## src/rtl/wb_port_arbiter.sv

```systemverilog
// Round-robin arbiter that lets NREQ requesters share one register-file write port.
// Optional macro ARB_LOCK_EN adds a per-requester lock input that lets the current winner hold the port for up to 8 grants.
module wb_port_arbiter #(
  parameter int NREQ = 4,
  parameter int AW   = 5,
  parameter int DW   = 32
) (
  input  logic               clock,
  input  logic               clearb,
  input  logic [NREQ-1:0]    req,
  input  logic [NREQ*AW-1:0] waddr_i,
  input  logic [NREQ*DW-1:0] wdata_i,
`ifdef ARB_LOCK_EN
  input  logic [NREQ-1:0]    lock,
`endif
  output logic [NREQ-1:0]    gnt,
  output logic               rf_we,
  output logic [AW-1:0]      rf_waddr,
  output logic [DW-1:0]      rf_wdata,
  output logic               busy
);

  localparam int PW = (NREQ > 1) ? $clog2(NREQ) : 1;

  logic [PW-1:0]   ptr_q, ptr_d;
  logic [NREQ-1:0] gnt_q, gnt_d;
  logic            rf_we_q, rf_we_d;
  logic [AW-1:0]   rf_waddr_q, rf_waddr_d;
  logic [DW-1:0]   rf_wdata_q, rf_wdata_d;

  logic [NREQ-1:0] eligible;
  logic [PW-1:0]   scan_idx;
  logic [PW-1:0]   win;
  logic            found;
  logic [PW-1:0]   sel;
  logic            take;
  logic [AW-1:0]   sel_addr;

`ifdef ARB_LOCK_EN
  logic [2:0]      lock_cnt_q, lock_cnt_d;
  logic [PW-1:0]   cur;
  logic            lock_hold;
`endif

  // A requester that holds the grant this cycle sits out the next edge.
  assign eligible = req & ~gnt_q;

  always_comb begin
    found    = 1'b0;
    win      = '0;
    scan_idx = '0;
    for (int k = 0; k < NREQ; k++) begin
      scan_idx = PW'((int'(ptr_q) + k) % NREQ);
      if (!found && eligible[scan_idx]) begin
        found = 1'b1;
        win   = scan_idx;
      end
    end
  end

`ifdef ARB_LOCK_EN
  // Re-grant the current owner while it keeps lock and req, until 7 re-grants have been given.
  always_comb begin
    cur = '0;
    for (int k = 0; k < NREQ; k++) begin
      if (gnt_q[k]) cur = PW'(k);
    end
    lock_hold = (|(gnt_q & req & lock)) && (lock_cnt_q != 3'd7);
  end
`endif

  always_comb begin
    ptr_d      = ptr_q;
    gnt_d      = '0;
    rf_we_d    = 1'b0;
    rf_waddr_d = rf_waddr_q;
    rf_wdata_d = rf_wdata_q;
    sel        = '0;
    take       = 1'b0;
    sel_addr   = '0;
`ifdef ARB_LOCK_EN
    lock_cnt_d = '0;
    if (lock_hold) begin
      take       = 1'b1;
      sel        = cur;
      lock_cnt_d = lock_cnt_q + 3'd1;
    end else
`endif
    if (found) begin
      take  = 1'b1;
      sel   = win;
      ptr_d = PW'((int'(win) + 1) % NREQ);
    end
    if (take) begin
      sel_addr   = waddr_i[int'(sel)*AW +: AW];
      gnt_d      = {{(NREQ-1){1'b0}}, 1'b1} << sel;
      rf_waddr_d = sel_addr;
      rf_wdata_d = wdata_i[int'(sel)*DW +: DW];
      rf_we_d    = |sel_addr;
    end
  end

  always_ff @(posedge clock or negedge clearb) begin
    if (!clearb) begin
      ptr_q      <= '0;
      gnt_q      <= '0;
      rf_we_q    <= 1'b0;
      rf_waddr_q <= '0;
      rf_wdata_q <= '0;
    end else begin
      ptr_q      <= ptr_d;
      gnt_q      <= gnt_d;
      rf_we_q    <= rf_we_d;
      rf_waddr_q <= rf_waddr_d;
      rf_wdata_q <= rf_wdata_d;
    end
  end

`ifdef ARB_LOCK_EN
  always_ff @(posedge clock or negedge clearb) begin
    if (!clearb) lock_cnt_q <= '0;
    else         lock_cnt_q <= lock_cnt_d;
  end
`endif

  assign gnt      = gnt_q;
  assign rf_we    = rf_we_q;
  assign rf_waddr = rf_waddr_q;
  assign rf_wdata = rf_wdata_q;
  assign busy     = |gnt_q;

endmodule

```

## config.mk

```make
export PLATFORM = sky130hd
export DESIGN_NAME = wb_port_arbiter
export DESIGN_NICKNAME = d
export VERILOG_FILES = /design/src/rtl/wb_port_arbiter.sv
export SDC_FILE = /design/constraint.sdc
export NUM_CORES = 1
export LEC_CHECK = 0
export BUFFER_PORTS_ARGS = -buffer_cell sky130_fd_sc_hd__buf_4
export CAP_MARGIN = 20
export CORE_MARGIN = 2
export CORE_UTILIZATION = 41
export DETAILED_ROUTE_END_ITERATION = 10
export GPL_TIMING_DRIVEN = 0
export HOLD_SLACK_MARGIN = 0.03
export PLACE_DENSITY = 0.8
export SLEW_MARGIN = 10
export SYNTH_ARGS = -nofsm -noshare
export SYNTH_HDL_FRONTEND = slang
export SYNTH_SLANG_ARGS = --single-unit
```

## constraint.sdc

```tcl
create_clock -name clock -period 2.5 [get_ports clock]
set_input_delay 0.5 -clock clock [delete_from_list [all_inputs] [get_ports clock]]
set_output_delay 0.5 -clock clock [all_outputs]
set_load 0.03 [all_outputs]
```

Word-level counts from Yosys, hierarchy flattened
Index checks and enable logic that the tools add are counted.

storage, ports and cells
  output and inout bits = 43
  register bits = 44
  word-level logic and storage cells = 47

operators by class
  order comparisons = 4
  multipliers = 1
  reduce and logical (&&, ||, !) cells = 8
  $add $sub $neg = 4
  shift operators = 3
  muxes and demuxes = 20
  bitwise operators = 2

operators with widths
  operator               count
  $shiftx A128 B8 Y32    1
  $shiftx A20 B6 Y5      1
  $lt A2 B3 Y1 const B   4
  $mux W1                10
  $mux W2                5
  $bmux W1 S2            4
  $mul A2 B3 Y5 const B  1
  $reduce_or A5 Y1       1
  $add A2 B1 Y2 const B  2
  $add A2 B2 Y2 const B  2
  $and A4 B4 Y4          1
  $mux W4                1
  $not A4 Y4             1
  $reduce_or A4 Y1       1
  $shl A1 B2 Y4 const A  1
  $logic_and A1 B1 Y1    3
  $logic_not A1 Y1       3

Logic depth before layout (Yosys ltp)
Gate-level depths: netlist of run 1.

  word-level depth = 19
  gate-level depth with buffers = 7
  depth with buffers taken out = 6

Worst setup path after synthesis of run 1
Ideal clock, no wire load.

  path kind = register -> register
  start point = register gnt_q[2] (netlist: gnt[2])
  end point = register rf_we_q (netlist: rf_we)
  data required time = 2,371 ps
  arrival = 1,971 ps
  cell stages (with the launch flop) = 8
  slack = 400 ps
  library setup time = 129 ps
  path through = dfrtp_1 > nand2b_4 > or3_4 > nand3_1 > buf_4 > mux2i_1 > mux2i_1 > o41a_1

between the ends
  cells in the longest elaborated chain, start to end = 19

RTL lines
  what                                line  text
  from (decl)                         26    logic [NREQ-1:0] gnt_q, gnt_d;
  from (signal assigned)              112   gnt_q <= gnt_d;
  $not A4 Y4 (*)                      46    assign eligible = req & ~gnt_q;
  $and A4 B4 Y4 (*)                   46
  $bmux W1 S2                         54    if (!found && eligible[scan_idx]) begin
  $mux W1 (not written as such)       54
  $mux W1                             54
  $logic_not A1 Y1                    54
  $logic_and A1 B1 Y1                 54
  $mux W1                             54
  [... 4 more ...]                    -
  $logic_and A1 B1 Y1                 54
  $mux W2 or $mux W1 (tied branches)  54
  $mux W2                             89    if (found) begin
  $mul A2 B3 Y5                       95    sel_addr = waddr_i[int'(sel)*AW +: AW];
  $shiftx A20 B6 Y5                   95
  $reduce_or A5 Y1                    99    rf_we_d = |sel_addr;
  $mux W1 (*)                         94    if (take) begin
  net rf_we_d                         27    logic rf_we_q, rf_we_d;
  to (signal assigned)                113   rf_we_q <= rf_we_d;
  to (decl)                           27

Mark *: on every way through the listed nets, which the timed path passes. The rest lies on a longest branch. The select of a mux whose other input is x is not followed.
A chain may end at the register's enable or synchronous reset.

Worst setup path after layout of run 1
  start point = register ptr_q[1]
  end point = register rf_wdata_q[10] (netlist: rf_wdata[10])

between the ends
  cells in the longest elaborated chain, start to end = 14

RTL lines
  what                                                                    line  text
  from (decl)                                                             25    logic [PW-1:0] ptr_q, ptr_d;
  from (signal assigned)                                                  111   ptr_q <= ptr_d;
  parallel branches: the longest is 14 deep, another holds $add A2 B1 Y2  -
  to (signal assigned)                                                    115   rf_wdata_q <= rf_wdata_d;
  to (decl)                                                               29    logic [DW-1:0] rf_wdata_q, rf_wdata_d;

Several ways; the timed one is not identified. The select of a mux whose other input is x is not followed.

==> run metrics, run 1 <==
cell taking the most area after synthesis dfrtp_1; Cell Area, Synth 2690 um^2; Die Width 85 um; pwr dens 1300 nW/um^2; Reg clk slew, reported paths 0.08 ns; status completed; number of flops mapped to enable cells by yosys 0; min-delay worst type input pin to asynchronous set/reset pin; Clock Sink Count 44; port buffer count 196; critical path arrival 2.41 ns; Row Count 29; Final Util 0.696; CTS buffer count 5; Syn Inst Count 250; Slowest-stage cell, CP dfrtp_1; CTS root buf clkbuf_8; Layout area overhead 64.2%; pin count of the biggest net entering global routing 45; main flop type after synthesis dfrtp_1; All-Layer GR Usage 0.255; number of synthesized register bits 44; Crit Path Category flop to flop; Tightest Pin Transition 0.566 ns; max-slew violation count 0; n_diodes 0; Period minus WS final 2.26 ns; syn_nets 404; cell with the most instances after synthesis mux2i_1; 1st-iter DRT viols 100; Post-synth ARST share 1.00; register area share after synthesis 0.409; routability congestion estimate 0.863; skew final 0.00181 ns; Core ar. 6350 um^2; first-pass GRT wire length 14.8 mm; area share of the leading cell type in the synthesized netlist 0.409; Routed Wire Length 9.03 mm; DR vias/cell 5.47; CTS tree yes; Pleak 0.00228 uW; Max FO, Critical Path 10; CP Launch Type flop; Relative slew margins 0.623; Setup crit end kind flop; total power 5740 uW; Max-Cap Viols 0; # DRC 0; maximum VDD drop 677 uV; via count 2906; antenna violations before repair 0; first drt pass iteration count 4; fmax 0.442 GHz; Initial Util 0.424; Hold Fails Final Rpt 0; layout cells sized above 1 0.491; Die Span Y 85 um; Post-synth top cells mux2i_1, dfrtp_1, nand2_1, o221ai_1, clkbuf_1; Syn Area/Cell 10.8 um^2; Top Ports 197; Area contributors post-synth dfrtp_1, mux2i_1, o221ai_1, nand2_1, buf_4; Final ANT Viol Nets 0; post-DP HPWL 7.17 mm; RSZ-0062 raised after global routing false; aggregate global routing overflow 0; Clk Latency, worst-skew pair 0.30 ns; final net count 607; number of global-route vias before repair 3122; Post-CTS Hold Fix Bufs 0; setup tns final 0 ns; CP Data Required Time 2.65 ns; Max Root-Sink Buffers 2; DIE AREA 7230 um^2; H-tree Lvls 2; post-CTS setup buffer count 0; critical-path cell list and3b_4 > nor3_1 > o22ai_4 > nand2_1 > clkbuf_1 > o221ai_1; Worst path max stage delay 0.47 ns; Final setup viols 0; wire per inst 17.0 um; fin crit share 0.905; YS warnings 0; Synth cell types 38; cts repair resizes 0
[worst paths after layout]
path | start | endpoint | slack (ns) | depth (start not counted)
min in group clock | rf_wdata[21] | rf_wdata[21] | 0.49 | 2
worst max register to register | ptr_q[1] | rf_wdata[10] | 0.24 | 6
worst min-delay path | clearb | rf_wdata[22] | 0.18 | 1
worst min register to register | rf_wdata[21] | rf_wdata[21] | 0.49 | 2
worst max-delay path | ptr_q[1] | rf_wdata[10] | 0.24 | 6
max in group asynchronous | clearb | rf_wdata[1] | 1.93 | 1
[placed cells by master (no fill, tap or decap), types with 2 or more instances in the layout]
cell / instances
a211oi_1: 2
a32oi_1: 2
and4_1: 3
buf_2: 3
buf_4: 201
buf_6: 2
bufinv_16: 3
clkbuf_1: 10
clkbuf_8: 5
dfrtp_1: 44
inv_1: 3
mux2_2: 3
mux2i_1: 67
nand2_1: 41
nand2b_1: 3
nand4_1: 2
nor2_1: 3
o211a_1: 2
o21a_1: 2
o221ai_1: 32
o31ai_1: 2
[power breakdown]
group	total (uW)	internal, uW	switching [uW]	leakage (uW)
Combinational	3670	1560	2110	0.00168
Sequential	1310	1090	227	0.000525
Clock	749	500	249	0.0000784
Total	5740	3150	2590	0.00228
[cell type report]
| cell class | instances | area [um^2] |
|---|---|---|
| Tap cell | 77 | 96.3 |
| Multi-Input combinational cell | 183 | 1470 |
| Fill cell | 518 | 1930 |
| Inverter | 3 | 11.3 |
| Sequential cell | 44 | 1100 |
| Timing Repair Buffer | 196 | 1470 |
| Clock inverter | 3 | 90.1 |
| Clock buffer | 5 | 68.8 |
| Buffer | 20 | 113 |
[stage by stage]
| step | hold WS [ns] | instance area (um^2) | setup WS [ns] | cells |
|---|---|---|---|---|
| after detailed placement | 0.475 | 4260 | 0.0913 | 523 |
| after floorplan | 0.204 | 2690 | 0.400 | 250 |
| after global routing | 0.222 | 4420 | 0.0345 | 531 |
| final | 0.180 | 4420 | 0.238 | 531 |
| after global placement | 0.471 | 4260 | 0.152 | 523 |
| after CTS | 0.205 | 4420 | 0.194 | 531 |
[registers in the layout (all words and copies together), names as in the netlist]
register	cells
rf_wdata	32
rf_waddr	5
gnt	4
ptr_q	2
rf_we	1
[routing by layer]
metal | global-route usage | vias to the layer above | wire length [um]
met5 | 0 | - | 0
met2 | 0.455 | 144 | 4610
met4 | 0.0808 | 0 | 226
li1 | - | 1362 | -
met1 | 0.304 | 1377 | 3460
met3 | 0.0593 | 23 | 732
[kinds of logic after synthesis]
group | synth area share
muxes | 0.262
and+or+nand+nor | 0.114
AOI/OAI and AO/OA | 0.168
DFF | 0.409
buffers and inverters | 0.0460
[critical path: cells and delay by family (launching register included)]
| family | cells | cell delay, ns |
|---|---|---|
| flops | 1 | 0.47 |
| buf+inv | 1 | 0.41 |
| simple gates | 3 | 0.82 |
| compound gates | 2 | 0.41 |
No activity file was read; power rests on OpenSTA's default activity.
==> run 2, diff against run 1 <==
Settings changed: BUFFER_PORTS_ARGS -buffer_cell sky130_fd_sc_hd__buf_4 to default, CORE_UTILIZATION 41 to 45, DONT_BUFFER_PORTS from default to 1, PLACE_DENSITY 0.8 to 0.59.
==> run 2 against run 1 <==
Sequential power is 57% higher. Cell area fell by 34%. Register-to-register slack lost 0.06 ns. Final cell count fell by 37%. First-iteration DRC count fell by 29%. Via count fell by 27%. Non-clock buffer count fell by 195. Critical path depth is 1 higher. Power decreased by 18%. Highest routed layer unchanged.
==> run metrics, run 2 (synthesized netlist as in run 1, its figures left out) <==
Period minus WS final 2.33 ns (+0.0632 ns); # DRC 0 (unchanged); final net count 412 (-32%); Initial Util 0.460 (+0.0361); flop2flop setup slack 0.17 ns (-0.06 ns); FILL cells 559 (+7.9%); switching share of power 0.513 (+0.0617); Top Ports 197 (unchanged); first drt pass iteration count 4 (unchanged); sw power 2420 uW (-6.6%); n_diodes 0 (unchanged); All-Layer GR Usage 0.208 (-0.0477); pin count of the biggest net entering global routing 45 (unchanged); Routed Wire Length 7.15 mm (-21%); fin crit share 0.930 (+0.0253); first-pass GRT wire length 10.5 mm (-29%); CP Launch Type flop; CTS buffer count 5 (unchanged); maximum VDD drop 572 uV (-15%); port buffer count 0 (-100%); Pleak 0.00132 uW (-42%); Setup crit end kind flop; wire per inst 21.4 um (+26%); DIE AREA 6610 um^2 (-8.5%); critical path arrival 2.48 ns (+0.07 ns); Die Span Y 81.3 um (-4.3%); Max-Cap Viols 0 (unchanged); Max Root-Sink Buffers 2 (unchanged); Placed Instances 325 (-38%); layout cells sized above 1 0.112 (-0.379); total power 4710 uW (-18%); status completed; Layout Cells excl Fill 334 (-37%); DR vias/cell 6.35 (+16%); sequential power share 0.437 (+0.208); design area 2910 um^2 (-34%); max-slew violation count 0 (unchanged); H-tree Lvls 2 (unchanged); skew final 0.00638 ns (+0.00457 ns); number of global-route vias before repair 2020 (-35%); Crit Path Category flop to flop; Row Count 28 (-3.4%); CTS root buf clkbuf_8; setup tns final 0 ns (unchanged); fmax 0.430 GHz (-2.7%); pwr dens 1620 nW/um^2 (+25%); 1st-iter DRT viols 71 (-29%); Max FO, Critical Path 10 (unchanged); commonest non-fill, non-tap cell in the layout mux2i_1; Hold Fails Final Rpt 0 (unchanged); antenna violations before repair 0 (unchanged); CP Data Required Time 2.66 ns (about the same); dpl cell area 2780 um^2 (-35%); Combinational Power Share 0.466 (-0.174); Reg clk slew, reported paths 0.08 ns (about the same); clock power share 0.098 (-0.033); via count 2120 (-27%); post-DP HPWL 5.49 mm (-23%); Die Width 81.3 um (-4.3%); CTS tree yes; post-CTS setup buffer count 0 (unchanged); Layout area overhead 8.09%; Tightest Pin Transition 0.528 ns (-0.0383 ns); max reg flops 32 (unchanged); Clock Sink Count 44 (unchanged); RSZ-0062 raised after global routing false; Core ar. 5850 um^2 (-7.9%); Int Pwr 2300 uW (-27%); min-delay worst type input pin to asynchronous set/reset pin; routability congestion estimate 0.742 (-14%); Final setup viols 0 (unchanged); commonest cells after routing, fill and taps aside mux2i_1, dfrtp_1, nand2_1; Clk Latency, worst-skew pair 0.29 ns (about the same); Final ANT Viol Nets 0 (unchanged); Relative slew margins 0.648 (+0.0255); aggregate global routing overflow 0 (unchanged)
## run 2: changes by cell type in the layout (fill, tap and decap cells not counted)
cell        previous run  this run
buf_4                201         5
bufinv_16              3         0
clkbuf_2               0         2
buf_16                 0         1
clkbuf_1              10         9
clkbuf_8               5         6
clkinvlp_4             0         1
## run 2: area by class of cell
class	instances	area, um^2	share of cell area
Multi-Input combinational cell	183	1470	0.504
Sequential cell	44	1100	0.379
Buffer	20	115	0.0396
Tap cell	75	93.8	0.0323
Clock buffer	7	86.3	0.0297
Timing Repair Buffer	1	27.5	0.00947
Inverter	3	11.3	0.00387
Clock inverter	1	7.51	0.00258
## run 2: power by group through the flow
| stage | clock, uW | sequential (uW) | combinational (uW) |
|---|---|---|---|
| floorplan | 0 | 1970 | 1790 |
| CTS | 478 | 2070 | 2220 |
| global placement | 0 | 2080 | 2170 |
| global route | 501 | 2110 | 2420 |
| detailed placement | 0 | 2080 | 2200 |
| finish | 460 | 2060 | 2200 |
## run 2: per-stage QoR
stage / utilization / worst slack, ns / hold slack (ns)
final: 0.497 / 0.174 / 0.0402
after CTS: 0.497 / 0.120 / 0.0416
after global routing: 0.497 / 0.0119 / 0.0457
after detailed placement: 0.476 / 0.168 / 0.205
after floorplan: - / 0.400 / 0.204
after global placement: 0.476 / 0.154 / 0.205
## run 2: path summary, 6_finish.rpt
| kind | from | end | depth (start not counted) |
|---|---|---|---|
| worst max-delay path | gnt[2] | rf_wdata[16] | 7 |
| worst min-delay path | clearb | rf_wdata[7] | 1 |
| worst max register to register | gnt[2] | rf_wdata[16] | 7 |
| worst min register to register | ptr_q[0] | ptr_q[0] | 1 |
| max in group asynchronous | clearb | rf_waddr[3] | 1 |
| min in group clock | wdata_i[106] | rf_wdata[10] | 2 |
## run 2: critical path, stage by stage, from the launching register on
cell,delay [ns]
dfrtp_1,0.51
nand2b_4,0.21
or3_4,0.40
nand3_1,0.12
buf_4,0.23
buf_2,0.32
mux2i_1,0.26
o221ai_1,0.14
## run 2: per-layer routing
metal / vias to the layer above / track usage / routed length, um
li1: 971 / - / -
met1: 1046 / 0.268 / 2890
met2: 97 / 0.347 / 3650
met3: 6 / 0.0578 / 548
met4: 0 / 0.0458 / 62
met5: - / 0 / 0
## run 2: timing repair
item	CTS	global route
endpoints found under the hold margin	44	0
hold buffers	1	0
resized for setup	0	4
endpoints found under the setup margin	0	16
